File: src/rtl/regfile_write_arbiter.sv
// Round-robin arbiter sharing the register_file write port between ALU and load writeback.
// One registered issue stage; writes to r0 are accepted but dropped and counted.
module regfile_write_arbiter #(
    parameter int DATA_WIDTH = 32,
    parameter int ADDR_WIDTH = 5,
    parameter int CNT_WIDTH  = 8
) (
    input  logic                  clk,
    input  logic                  reset,
    input  logic                  req0_valid,
    input  logic [ADDR_WIDTH-1:0] req0_addr,
    input  logic [DATA_WIDTH-1:0] req0_data,
    output logic                  req0_ready,
    input  logic                  req1_valid,
    input  logic [ADDR_WIDTH-1:0] req1_addr,
    input  logic [DATA_WIDTH-1:0] req1_data,
    output logic                  req1_ready,
    output logic                  rf_WrEn,
    output logic [ADDR_WIDTH-1:0] rf_Aw,
    output logic [DATA_WIDTH-1:0] rf_Dw,
    input  logic [ADDR_WIDTH-1:0] rd_addr_a,
    input  logic [ADDR_WIDTH-1:0] rd_addr_b,
    output logic                  hazard_a,
    output logic                  hazard_b,
    output logic [CNT_WIDTH-1:0]  drop_count
);

    typedef enum logic {
        PRI0 = 1'b0,
        PRI1 = 1'b1
    } pri_t;

    pri_t                  pri_q, pri_d;
    logic                  wr_en_q, wr_en_d;
    logic [ADDR_WIDTH-1:0] aw_q, aw_d;
    logic [DATA_WIDTH-1:0] dw_q, dw_d;
    logic [CNT_WIDTH-1:0]  cnt_q, cnt_d;

    logic                  grant0, grant1, xfer;
    logic [ADDR_WIDTH-1:0] sel_addr;
    logic [DATA_WIDTH-1:0] sel_data;

    function automatic logic [CNT_WIDTH-1:0] sat_inc(input logic [CNT_WIDTH-1:0] v);
        logic [CNT_WIDTH-1:0] one;
        one = {{(CNT_WIDTH-1){1'b0}}, 1'b1};
        return (&v) ? v : v + one;
    endfunction

    always_comb begin
        grant0   = req0_valid && !reset && (!req1_valid || (pri_q == PRI0));
        grant1   = req1_valid && !reset && (!req0_valid || (pri_q == PRI1));
        xfer     = grant0 || grant1;
        sel_addr = grant0 ? req0_addr : req1_addr;
        sel_data = grant0 ? req0_data : req1_data;

        pri_d   = pri_q;
        wr_en_d = 1'b0;
        aw_d    = aw_q;
        dw_d    = dw_q;
        cnt_d   = cnt_q;

        if (xfer) begin
            pri_d = grant0 ? PRI1 : PRI0;
            if (sel_addr != '0) begin
                wr_en_d = 1'b1;
                aw_d    = sel_addr;
                dw_d    = sel_data;
            end else begin
                cnt_d = sat_inc(cnt_q);
            end
        end
    end

    // ---- issue stage ----
    always_ff @(posedge clk) begin
        if (reset) begin
            pri_q   <= PRI0;
            wr_en_q <= 1'b0;
            aw_q    <= '0;
            dw_q    <= '0;
            cnt_q   <= '0;
        end else begin
            pri_q   <= pri_d;
            wr_en_q <= wr_en_d;
            aw_q    <= aw_d;
            dw_q    <= dw_d;
            cnt_q   <= cnt_d;
        end
    end

    // Gating with reset keeps an in-flight write from committing at the reset edge.
    always_comb begin
        req0_ready = grant0;
        req1_ready = grant1;
        rf_WrEn    = wr_en_q && !reset;
        rf_Aw      = aw_q;
        rf_Dw      = dw_q;
        drop_count = cnt_q;
        hazard_a   = rf_WrEn && (aw_q == rd_addr_a) && (rd_addr_a != '0);
        hazard_b   = rf_WrEn && (aw_q == rd_addr_b) && (rd_addr_b != '0);
    end

endmodule
File: config.mk
export PLATFORM = sky130hd
export DESIGN_NAME = regfile_write_arbiter
export DESIGN_NICKNAME = d
export VERILOG_FILES = /design/src/rtl/regfile_write_arbiter.sv
export SDC_FILE = /design/constraint.sdc
export NUM_CORES = 1
export LEC_CHECK = 0
export BUFFER_PORTS_ARGS = -buffer_cell sky130_fd_sc_hd__clkbuf_2
export CORE_MARGIN = 2
export CORE_UTILIZATION = 46
export DETAILED_ROUTE_END_ITERATION = 8
export PLACE_DENSITY = 0.95
export SLEW_MARGIN = 30
export SYNTH_ARGS = -nofsm -noshare
export SYNTH_HDL_FRONTEND = slang
export SYNTH_SLANG_ARGS = --single-unit
File: constraint.sdc
create_clock -name clk -period 5.5 [get_ports clk]
set_input_delay 0.825 -clock clk [delete_from_list [all_inputs] [get_ports clk]]
set_output_delay 0.825 -clock clk [all_outputs]
set_load 0.005 [all_outputs]
==> summary.txt <==
Status: complete, no violations
Worst Reg-to-Reg Cells: 6
Number of vias per cell: 5.17
Syn_area_per_cell: 9.44 um2
Detail Route Antenna Nets: 0
CP required: 4.68 ns
Seq cells post-synth: 47
Nets: 461
Initial core utilization: 48.0%
P_leak: 1.63 nW
Post-synth top flop: dfxtp_1
Sequential-to-total area share from yosys stat: 41.2%
Die Area: 5540 um2
Routed Wire Length: 5820 um
Most common cell on crit path: clkbuf_2
Overflow after GRT: 0
Clock Latency Late Sink: 0.28 ns
Post-CTS Hold Fix Bufs: 0
Buf/Inv on CP: 4
Post-synth EDFFs: 0
Die H: 74.5 um
Count of cell types in the netlist: 36
Ys Warns: 0
HP Class: flop to flop
Maximum VDD drop: 0.133 mV
Wire per inst: 13.2 um
Tot GR Track Use: 20.1%
Unrepaired setup endpoints after global routing: false
Worst hold stages: 2
# port buffers: 137
Final worst path period share: 63.7%
TritonCTS clock tree: done
Pre-CTS setup slack: 1.98 ns
Vias in the first global route: 2065
Max FO, Critical Path: 50
CTS sink count: 47
Crit Reg-Reg Startpoint: pri_q
Register-to-register setup slack: 3.48 ns
Worst r2r dst: rf_Dw[14]
Setup_tns: 0 ns
Initial DRC Count: 97
CP max-delay cell: clkbuf_2
Final RePlAce weighted congestion: 0.918
Postcts setup bufs: 0
Hold Path Origin: rf_Dw[26]
Startpoint Class: input port
Num rows: 25
Syn Nets: 331
Final cell utilization of the core: 65.6%
Reg clk slew, reported paths: 0.08 ns
WHS: 0.498 ns
Layout Skew: 0.00292 ns
Cts bufs inserted: 5
Ant. Diodes: 0
Dpl hpwl: 4650 um
Power Density: 240 nW/um2
# fillers: 394
Endpoint, Worst Hold: rf_Dw[26]
Die extent in x: 74.5 um
Worst Tran Pin Value: 0.954 ns
Rel. slew slack: 36.4%
Synthesized cell area: 2280 um2
Total of max-cap violations: 0
IO Count: 138
Area Growth Syn to Fin: 36.5%
Fmax: 286 MHz
FFs w/ async S/R, synth: 0%
WS Path Type: input port to output pin
Post-cts sizing count: 0
Core Footprint: 4750 um2
Max incr delay on CP: 0.71 ns
Worst path top cell family by delay: buffers and inverters
Crit path time final: 3.50 ns
CTS Root Cell: clkbuf_8
Slew Limit Fails: 0
CP Capture Type: output pin
H-tree Lvls: 2
Pin count of the biggest net entering global routing: 51
Final Hold Viols: 0
Critical path cell sequence: clkbuf_2 > a21oi_1 > nand2_2 > buf_4 > inv_1 > clkbuf_2
Syn Inst Count: 242
Storage element area: 941 um2
Data arrival, critical path: 2.68 ns
Count of final setup violators: 0
Multi-input logic area: 1250 um2
Total number of vias: 2276
Initial antenna violation count: 0
First-pass GRT wire length: 8710 um
CTS Buffer Depth: 2
First drt pass iteration count: 4
Worst setup margin: 2.00 ns
Layout cells sized above 1: 41.0%
DRC: 0
## metal layers
layer / vias to the layer above / track usage (%) / share of wire, %
met5: - / 0 / 0
met3: 6 / 4.88 / 6.6
met1: 1022 / 22.4 / 41
met2: 98 / 37.7 / 52
li1: 1150 / - / -
met4: 0 / 5.95 / 1.0
## stage by stage
stage	instances	power, mW	cell area (um2)
2_1_floorplan	242	0.468	2280
3_3_place_gp	431	0.533	3010
3_5_place_dp	432	0.541	3020
4_1_cts	440	0.759	3120
5_1_grt	440	0.793	3120
6_report	440	0.749	3120
## logic make-up (layout without fill, tap and decap cells)
family | count (synthesis) | after routing | synth area share (%)
AOI/OAI and AO/OA | 55 | 55 | 18.2
xor gates and xnor gates | 12 | 12 | 4.60
adders and majority gates | 1 | 1 | 0.548
buffers and inverters | 22 | 153 | 4.16
DFF | 47 | 47 | 41.2
muxes | 39 | 39 | 17.3
and+or+nand+nor | 66 | 66 | 13.9
## worst max path at each step
stage | start | slack, ns | endpoint | cells after the start
detailed placement | reset | 1.98 | req0_ready | 6
CTS | reset | 1.97 | req0_ready | 6
global route | reset | 1.80 | req0_ready | 6
floorplan | req1_valid | 2.93 | req0_ready | 5
global placement | reset | 1.88 | rf_Dw[15] | 7
finish | reset | 2.00 | req0_ready | 6
## tightest hold or removal path: stages, from the launching register on
cell	delay, ns
dfxtp_1	0.31
nor2_1	0.09
a211oi_1	0.05
## final cells by class
class	instances	area share, %
clock buffers	8	3.21
flip-flops and latches	47	30.2
multi-input cells	173	40.1
inverters	5	0.602
repair buffers	140	23.2
well taps	67	2.69
## power by group
| group | switching [mW] | internal [mW] | leakage (nW) | total (mW) |
|---|---|---|---|---|
| clock network | 0.103 | 0.115 | 0.0515 | 0.217 |
| registers | 0.0166 | 0.364 | 0.388 | 0.381 |
| logic | 0.0731 | 0.0782 | 1.19 | 0.151 |
## state kept, by name, indices dropped and copies added, names as in the netlist
signal / cells
wr_en_q: 1
pri_q: 1
rf_Dw: 32
rf_Aw: 5
drop_count: 8
## cells in the final DEF, fill, tap and decap left out, drive strengths merged
cell type / n
clkbuf: 145
mux2: 1
nor2b: 3
nand3: 4
o32ai: 2
o211ai: 1
ha: 1
inv: 5
dfxtp: 47
xor2: 6
buf: 3
and3: 2
o21bai: 1
nand2b: 1
a2111oi: 1
nor3: 3
nor2: 42
or2: 1
a311oi: 1
a31oi: 1
xnor2: 6
o21a: 1
mux2i: 38
and4b: 1
or4: 1
o21ai: 2
nor3b: 1
nand2: 3
a21oi: 4
a211oi: 38
o31ai: 1
nor4: 4
o2111ai: 2
## cell usage after synthesis, types with 2 or more instances
| cell | number | area [um2] |
|---|---|---|
| a21oi_1 | 4 | 20.0 |
| and3_1 | 2 | 12.5 |
| mux2i_1 | 38 | 380 |
| clkbuf_1 | 7 | 26.3 |
| o2111ai_1 | 2 | 17.5 |
| xnor2_1 | 6 | 52.6 |
| nor2b_1 | 3 | 18.8 |
| nor4_1 | 4 | 25.0 |
| nor3_1 | 2 | 10.0 |
| buf_2 | 10 | 50.1 |
| o21ai_0 | 2 | 10.0 |
| xor2_1 | 6 | 52.6 |
| inv_1 | 5 | 18.8 |
| nand2_1 | 3 | 11.3 |
| a211oi_1 | 37 | 278 |
| o32ai_1 | 2 | 17.5 |
| dfxtp_1 | 47 | 941 |
| nor2_1 | 42 | 158 |
| nand3_1 | 3 | 15.0 |
(Power assumes the default switching activity.)
